===== config.mk =====
export PLATFORM = sky130hd
export DESIGN_NAME = peripheral_muldiv
export DESIGN_NICKNAME = d
export VERILOG_FILES = /design/src/rtl/muldiv_pkg.sv /design/src/rtl/muldiv_core.sv /design/src/rtl/peripheral_muldiv.sv
export SDC_FILE = /design/constraint.sdc
export NUM_CORES = 1
export LEC_CHECK = 0
export CAP_MARGIN = 20
export CORE_MARGIN = 5
export CORE_UTILIZATION = 58
export CTS_BUF_LIST = sky130_fd_sc_hd__clkbuf_8
export DETAILED_ROUTE_END_ITERATION = 7
export PLACE_DENSITY = 0.78
export SLEW_MARGIN = 0
export SYNTH_ARGS = -nofsm -noshare
export SYNTH_HDL_FRONTEND = slang
export SYNTH_SLANG_ARGS = --single-unit

===== constraint.sdc =====
create_clock -name clk -period 3 [get_ports clk]
set_clock_uncertainty 0.2 [all_clocks]
set_input_delay 0.3 -clock clk [delete_from_list [all_inputs] [get_ports clk]]
set_output_delay 0.3 -clock clk [all_outputs]
set_load 0.005 [all_outputs]

===== src/rtl/muldiv_pkg.sv =====
`default_nettype none
// ============================================================================
//  Module      : muldiv_pkg
//  Description : Shared encodings for the multiply/divide peripheral: op codes,
//                register addresses, CTRL/STATUS bit positions, core states.
//  Revision    : 1.0 - initial release
// ============================================================================
package muldiv_pkg;

    // Operation encodings; bit1 selects divide, bit0 selects signed
    localparam logic [1:0] OP_MULU = 2'b00;
    localparam logic [1:0] OP_MULS = 2'b01;
    localparam logic [1:0] OP_DIVU = 2'b10;
    localparam logic [1:0] OP_DIVS = 2'b11;

    // Word register addresses (bus address bits 4:2)
    localparam logic [2:0] ADDR_A      = 3'b000;
    localparam logic [2:0] ADDR_B      = 3'b001;
    localparam logic [2:0] ADDR_CTRL   = 3'b010;
    localparam logic [2:0] ADDR_STATUS = 3'b011;
    localparam logic [2:0] ADDR_RES_LO = 3'b100;
    localparam logic [2:0] ADDR_RES_HI = 3'b101;

    // CTRL bit positions
    localparam int CTRL_START  = 0;
    localparam int CTRL_OP_LSB = 1;
    localparam int CTRL_OP_MSB = 2;
    localparam int CTRL_IRQ_EN = 3;

    // STATUS bit positions
    localparam int STATUS_BUSY = 0;
    localparam int STATUS_DONE = 1;
    localparam int STATUS_DIV0 = 2;

    // Core sequencing states
    typedef enum logic [1:0] {
        ST_IDLE = 2'd0,
        ST_RUN  = 2'd1,
        ST_FIX  = 2'd2
    } core_state_t;

endpackage
`default_nettype wire


===== src/rtl/muldiv_core.sv =====
`default_nettype none
// ============================================================================
//  Module      : muldiv_core
//  Description : Iterative WIDTH-cycle shift-add multiplier / restoring
//                divider on magnitudes, with a final sign-fix cycle.
//  Revision    : 1.0 - initial release
// ============================================================================
module muldiv_core #(
    parameter int WIDTH = 32
) (
    input  logic             clk,
    input  logic             rst,
    input  logic             i_start,
    input  logic [1:0]       i_op,
    input  logic [WIDTH-1:0] i_a,
    input  logic [WIDTH-1:0] i_b,
    output logic             o_busy,
    output logic             o_done_pulse,
    output logic             o_div0,
    output logic [WIDTH-1:0] o_res_lo,
    output logic [WIDTH-1:0] o_res_hi
);
    import muldiv_pkg::*;

    localparam int                 c_cnt_w = $clog2(WIDTH);
    localparam int                 c_w2    = 2 * WIDTH;
    localparam logic [c_cnt_w-1:0] c_last  = c_cnt_w'(WIDTH - 1);

    core_state_t        r_state;
    core_state_t        w_state_nxt;
    logic [c_cnt_w-1:0] r_cnt;
    logic               r_is_div;
    logic               r_sa;
    logic               r_sb;
    logic               r_bzero;
    logic               r_div0;
    logic [WIDTH-1:0]   r_a;
    logic [WIDTH-1:0]   r_mb;
    logic [WIDTH-1:0]   r_hi;
    logic [WIDTH-1:0]   r_lo;
    logic [WIDTH-1:0]   r_res_lo;
    logic [WIDTH-1:0]   r_res_hi;

    logic               w_neg_a;
    logic               w_neg_b;
    logic [WIDTH-1:0]   w_mag_a;
    logic [WIDTH-1:0]   w_mag_b;
    logic [WIDTH:0]     w_mul_sum;
    logic [WIDTH:0]     w_rem_sh;
    logic               w_div_ge;
    logic [WIDTH-1:0]   w_div_diff;
    logic [c_w2-1:0]    w_prod;
    logic [c_w2-1:0]    w_prod_s;
    logic [WIDTH-1:0]   w_quo;
    logic [WIDTH-1:0]   w_rem;

    // Sign stripping happens on the live operands so the snapshot holds magnitudes
    assign w_neg_a = i_op[0] & i_a[WIDTH-1];
    assign w_neg_b = i_op[0] & i_b[WIDTH-1];
    assign w_mag_a = w_neg_a ? (~i_a + WIDTH'(1)) : i_a;
    assign w_mag_b = w_neg_b ? (~i_b + WIDTH'(1)) : i_b;

    // Multiply step: conditionally add multiplicand to the upper half, shift right
    assign w_mul_sum = {1'b0, r_hi} + (r_lo[0] ? {1'b0, r_mb} : '0);

    // Divide step: shift next dividend bit into the partial remainder, trial-subtract
    assign w_rem_sh   = {r_hi, r_lo[WIDTH-1]};
    assign w_div_ge   = (w_rem_sh >= {1'b0, r_mb});
    assign w_div_diff = w_rem_sh[WIDTH-1:0] - r_mb;

    // Sign fix-up applied in the last cycle
    assign w_prod   = {r_hi, r_lo};
    assign w_prod_s = (r_sa ^ r_sb) ? (~w_prod + c_w2'(1)) : w_prod;
    assign w_quo    = (r_sa ^ r_sb) ? (~r_lo + WIDTH'(1)) : r_lo;
    assign w_rem    = r_sa ? (~r_hi + WIDTH'(1)) : r_hi;

    assign o_busy       = (r_state != ST_IDLE);
    assign o_done_pulse = (r_state == ST_FIX);
    assign o_div0       = r_div0;
    assign o_res_lo     = r_res_lo;
    assign o_res_hi     = r_res_hi;

    // State register
    always_ff @(posedge clk) begin
        if (rst) r_state <= ST_IDLE;
        else     r_state <= w_state_nxt;
    end

    // Next-state: IDLE -> RUN for WIDTH steps -> FIX -> IDLE
    always_comb begin
        w_state_nxt = r_state;
        case (r_state)
            ST_IDLE: if (i_start) w_state_nxt = ST_RUN;
            ST_RUN:  if (r_cnt == c_last) w_state_nxt = ST_FIX;
            ST_FIX:  w_state_nxt = ST_IDLE;
            default: w_state_nxt = ST_IDLE;
        endcase
    end

    // Datapath: snapshot on start, one iteration per RUN cycle, results on FIX
    always_ff @(posedge clk) begin
        if (rst) begin
            r_cnt    <= '0;
            r_is_div <= 1'b0;
            r_sa     <= 1'b0;
            r_sb     <= 1'b0;
            r_bzero  <= 1'b0;
            r_div0   <= 1'b0;
            r_a      <= '0;
            r_mb     <= '0;
            r_hi     <= '0;
            r_lo     <= '0;
            r_res_lo <= '0;
            r_res_hi <= '0;
        end else begin
            case (r_state)
                ST_IDLE: begin
                    if (i_start) begin
                        r_cnt    <= '0;
                        r_is_div <= i_op[1];
                        r_sa     <= w_neg_a;
                        r_sb     <= w_neg_b;
                        r_bzero  <= (i_b == '0);
                        r_div0   <= 1'b0;
                        r_a      <= i_a;
                        r_mb     <= w_mag_b;
                        r_hi     <= '0;
                        r_lo     <= w_mag_a;
                    end
                end
                ST_RUN: begin
                    r_cnt <= r_cnt + c_cnt_w'(1);
                    if (r_is_div) begin
                        r_hi <= w_div_ge ? w_div_diff : w_rem_sh[WIDTH-1:0];
                        r_lo <= {r_lo[WIDTH-2:0], w_div_ge};
                    end else begin
                        r_hi <= w_mul_sum[WIDTH:1];
                        r_lo <= {w_mul_sum[0], r_lo[WIDTH-1:1]};
                    end
                end
                ST_FIX: begin
                    if (r_is_div && r_bzero) begin
                        // Divide by zero: all-ones quotient, dividend as remainder
                        r_res_lo <= '1;
                        r_res_hi <= r_a;
                        r_div0   <= 1'b1;
                    end else if (r_is_div) begin
                        r_res_lo <= w_quo;
                        r_res_hi <= w_rem;
                    end else begin
                        r_res_lo <= w_prod_s[WIDTH-1:0];
                        r_res_hi <= w_prod_s[c_w2-1:WIDTH];
                    end
                end
                default: ;
            endcase
        end
    end

endmodule
`default_nettype wire


===== src/rtl/peripheral_muldiv.sv =====
`default_nettype none
// ============================================================================
//  Module      : peripheral_muldiv
//  Description : Memory-mapped multiply/divide peripheral: register map,
//                start handshake, sticky done, interrupt, registered read.
//  Revision    : 1.0 - initial release
// ============================================================================
module peripheral_muldiv #(
    parameter int WIDTH    = 32,
    parameter int CLK_FREQ = 25000000
) (
    input  logic        clk,
    input  logic        rst,
    input  logic [31:0] d_in,
    input  logic        cs,
    input  logic [2:0]  addr,
    input  logic        rd,
    input  logic        wr,
    output logic [31:0] d_out,
    output logic        irq
);
    import muldiv_pkg::*;

    generate
        if (WIDTH < 4 || WIDTH > 32 || CLK_FREQ <= 0) begin : g_param_check
            $error("peripheral_muldiv: WIDTH must be 4..32 and CLK_FREQ positive");
        end
    endgenerate

    logic [WIDTH-1:0] r_a;
    logic [WIDTH-1:0] r_b;
    logic [1:0]       r_op;
    logic             r_irq_en;
    logic             r_done;
    logic             r_irq;
    logic [31:0]      r_dout;

    logic             w_rd_stb;
    logic             w_wr_stb;
    logic             w_start;
    logic             w_status_rd;
    logic [31:0]      w_rd_data;
    logic             w_busy;
    logic             w_done_pulse;
    logic             w_div0;
    logic [WIDTH-1:0] w_res_lo;
    logic [WIDTH-1:0] w_res_hi;

    assign w_rd_stb    = cs & rd;
    assign w_wr_stb    = cs & wr;
    assign w_start     = w_wr_stb && (addr == ADDR_CTRL) && d_in[CTRL_START] && !w_busy;
    assign w_status_rd = w_rd_stb && (addr == ADDR_STATUS);

    assign d_out = r_dout;
    assign irq   = r_irq;

    muldiv_core #(
        .WIDTH (WIDTH)
    ) u_core (
        .clk          (clk),
        .rst          (rst),
        .i_start      (w_start),
        .i_op         (d_in[CTRL_OP_MSB:CTRL_OP_LSB]),
        .i_a          (r_a),
        .i_b          (r_b),
        .o_busy       (w_busy),
        .o_done_pulse (w_done_pulse),
        .o_div0       (w_div0),
        .o_res_lo     (w_res_lo),
        .o_res_hi     (w_res_hi)
    );

    // Operand and control registers; CTRL is frozen while the core is busy
    always_ff @(posedge clk) begin
        if (rst) begin
            r_a      <= '0;
            r_b      <= '0;
            r_op     <= OP_MULU;
            r_irq_en <= 1'b0;
        end else if (w_wr_stb) begin
            case (addr)
                ADDR_A: r_a <= d_in[WIDTH-1:0];
                ADDR_B: r_b <= d_in[WIDTH-1:0];
                ADDR_CTRL: begin
                    if (!w_busy) begin
                        r_op     <= d_in[CTRL_OP_MSB:CTRL_OP_LSB];
                        r_irq_en <= d_in[CTRL_IRQ_EN];
                    end
                end
                default: ;
            endcase
        end
    end

    // Sticky done: a completing operation outranks a same-cycle STATUS read
    always_ff @(posedge clk) begin
        if (rst)               r_done <= 1'b0;
        else if (w_start)      r_done <= 1'b0;
        else if (w_done_pulse) r_done <= 1'b1;
        else if (w_status_rd)  r_done <= 1'b0;
    end

    // Interrupt follows done one cycle later when enabled
    always_ff @(posedge clk) begin
        if (rst) r_irq <= 1'b0;
        else     r_irq <= r_done & r_irq_en;
    end

    // Read multiplexer; narrow values are zero-extended
    always_comb begin
        w_rd_data = '0;
        case (addr)
            ADDR_A:      w_rd_data = 32'(r_a);
            ADDR_B:      w_rd_data = 32'(r_b);
            ADDR_CTRL: begin
                w_rd_data[CTRL_IRQ_EN]             = r_irq_en;
                w_rd_data[CTRL_OP_MSB:CTRL_OP_LSB] = r_op;
            end
            ADDR_STATUS: begin
                w_rd_data[STATUS_DIV0] = w_div0;
                w_rd_data[STATUS_DONE] = r_done;
                w_rd_data[STATUS_BUSY] = w_busy;
            end
            ADDR_RES_LO: w_rd_data = 32'(w_res_lo);
            ADDR_RES_HI: w_rd_data = 32'(w_res_hi);
            default:     w_rd_data = '0;
        endcase
    end

    // Registered read data, zero whenever no read strobe is present
    always_ff @(posedge clk) begin
        if (rst)           r_dout <= '0;
        else if (w_rd_stb) r_dout <= w_rd_data;
        else               r_dout <= '0;
    end

endmodule
`default_nettype wire


==> impl_results.md <==
* Max Freq at 326 MHz
* Status: finished with violations
* Startpoint types: flop
* CTS max path bufs at 3
* Post-route DRC at 0
* Routed Antenna Nets at 0
* Final setup viols at 6
* Yosys reg bits at 305
* Die area at approximately 0.036 mm^2
* Yosys warning total at 0
* HPWL after detailed placement at 55,500 um
* FF/Latch Area at 0.00612 mm^2
* Slew @ Worst Pin at around 1.2 ns
* Failing checks: negative setup slack
* CP Max Fanout at 4
* Row count at 66
* Max cap viols at 0
* Clk sinks at 305
* EDFF count, synth at 0
* Library cells used by synthesis at 87
* CP Class: flop to flop
* R2R Setup Slk at -0.07 ns
* Total gr overflow at 0
* Number of global-route vias before repair at 20,200
* Largest net degree at the start of global routing at roughly 130
* IO Port Bufs at ~70
* GPL Wtd Cong at a little over 1
* Area of the multi-input gates at approximately 0.013 mm^2
* Core Area at between 0.03 and 0.04 mm^2
* Power per Cell Area at around 370 mW/mm^2
* 1st-pass router iterations at 7
* Crit path DAT at 3.33 ns
* Dpl ws at -0.333 ns
* Initial antenna violation count at 1
* Gate Count Post-Synth at approximately 2,500
* Syn_nets at 2,610
* Clk_lat worst skew at between 0.6 and 0.7 ns
* CTS tree: yes
* Slack of the critical path at -0.0661 ns
* Global-route wire length before repair at 114,000 um
* FILL cells at 2,477
* Total power at 9.20 mW
* Global Route Usage Sum at between 30% and 40%
* Clk slew on worst S/H paths at 0.06 ns
* Iteration-0 DRC count of the detailed router at 3,003
* Sequential area share after synthesis at 32.1%
* Most common cell after layout, fill and taps aside: buf_4
* Worst rel slew slack at 21.8%
* # IOs at 73
* H-tree depth at 2
* Commonest non-fill, non-tap cells in the layout: buf_4, nand2_1, a21oi_1
* Share of cells above drive strength 1 at 23.1%
* Cell leakage power at 9.70 nW
* Fin cells at 3,312
* Nets at about 3,000
* Synth Area per Inst at 7.61 um^2
* Drt total wl at 75,700 um
* Worst path required time at 3.27 ns
* DR WL/cell at 22.9 um
* Die X at about 190 um
* Minimum clock period at 3.07 ns
* Async S/R FF share, synth at 0%
* Top FF cell, synth: dfxtp_1
* Hold crit path type: input pin to flop
* WHS at 0.0719 ns
* # diodes at 0
* Clock Tree Root: clkbuf_8
* Initial Util at 58.6%
* Maximum VDD drop at 0.366 mV
* Fin Setup TNS at -0.227 ns
* Hold Vio Cnt, Final at 0
* CTS buffer count at 51
* Vias per inst at between 6 and 7
* Final period util at 102%
* Die height at roughly 190 um
* Slew Limit Fails at 0
* Via count at 21,300
* Mapped cell area at around 0.019 mm^2
* RSZ-0062 raised after global routing: yes
* Setup crit end kind: flop
* Placed cells at around 3,200
* Synthesis-to-finish area growth at 29.8%
worst max-delay path: stages (launching register included):
cell      delay, ns
dfxtp_4        0.37
and2_4         0.15
ha_4           0.13
inv_2          0.04
fa_2           0.36
nand2b_4       0.15
a21o_1         0.21
a31o_4         0.26
a21oi_4        0.20
a31oi_4        0.14
o21ai_4        0.20
buf_6          0.15
a41oi_2        0.11
a32o_1         0.25
final cells by class:
cell class	count	share of cell area (%)
sequential	305	24.8
timing repair buffer	471	15.8
tap	442	2.24
inverter	71	1.10
multi-input combinational	1935	51.9
clock inverter	21	0.391
clock buffer	67	3.74
metrics by stage:
| step | area, um^2 | util (%) |
|---|---|---|
| after global placement | 22500 | 69.4 |
| after detailed placement | 22500 | 69.4 |
| after global routing | 24700 | 76.0 |
| final | 24700 | 76.0 |
| after floorplan | 19000 | - |
| after CTS | 23900 | 73.6 |
registers in the layout, summed over array words and instances (netlist names), 5 cells and up:
signal and cells:
d_out 32, r_a 32, r_b 32, u_core.o_res_hi 32, u_core.o_res_lo 32, u_core.r_a 32
u_core.r_hi 32, u_core.r_lo 32, u_core.r_mb 32, u_core.r_cnt 5
worst paths after layout:
kind | start | to | cells after the start
max | u_core.r_lo[0] | u_core.r_hi[29] | 13
min | d_in[10] | r_b[10] | 3
max reg2reg | u_core.r_lo[0] | u_core.r_hi[29] | 13
min reg2reg | u_core.r_a[0] | u_core.r_a[0] | 2
power breakdown:
group | internal [mW] | switching [mW]
Combinational | 0.583 | 0.726
Sequential | 4.07 | 0.0285
Clock | 1.99 | 1.80
per-layer routing:
layer | routed length [um] | GRT usage (%) | vias up
met2 | 32200 | 59.7 | 1398
met1 | 29900 | 53.7 | 9993
met3 | 9170 | 8.97 | 324
met4 | 4460 | 18.6 | 0
met5 | 0 | 0 | -
li1 | - | - | 9622
repair_timing:
action / CTS / global route
hold endpoints to repair: 39 / 0
pin swaps: 25 / 70
setup buffers: 11 / 19
cloned: 0 / 1
resized for setup: 54 / 144
endpoints found under the setup margin: 56 / 72
hold buffers: 1 / 0
Yosys cell counts (34+ instances only):
library cell | n | area share (%)
nor2_1 | 226 | 4.5
xnor2_1 | 89 | 4.1
mux2i_1 | 49 | 2.6
nand2_1 | 338 | 6.7
a21o_1 | 44 | 1.7
clkbuf_1 | 157 | 3.1
a21oi_1 | 341 | 9.0
a22oi_1 | 73 | 2.9
o21ai_0 | 126 | 3.3
xor2_1 | 71 | 3.3
a211oi_1 | 92 | 3.6
nor3_1 | 34 | 0.90
ha_1 | 70 | 4.6
dfxtp_1 | 305 | 32
inv_1 | 71 | 1.4
logic make-up (layout without fill, tap and decap cells):
logic type | count (synthesis) | in the layout | synth area share (%)
DFF | 305 | 305 | 32.1
buffers and inverters | 258 | 630 | 5.28
muxes | 54 | 54 | 2.94
and+or+nand+nor | 799 | 799 | 19.5
AOI/OAI and AO/OA | 850 | 850 | 28.0
xor gates and xnor gates | 160 | 160 | 7.37
adders and majority gates | 72 | 72 | 4.82
No activity file was read; power rests on OpenSTA's default activity.
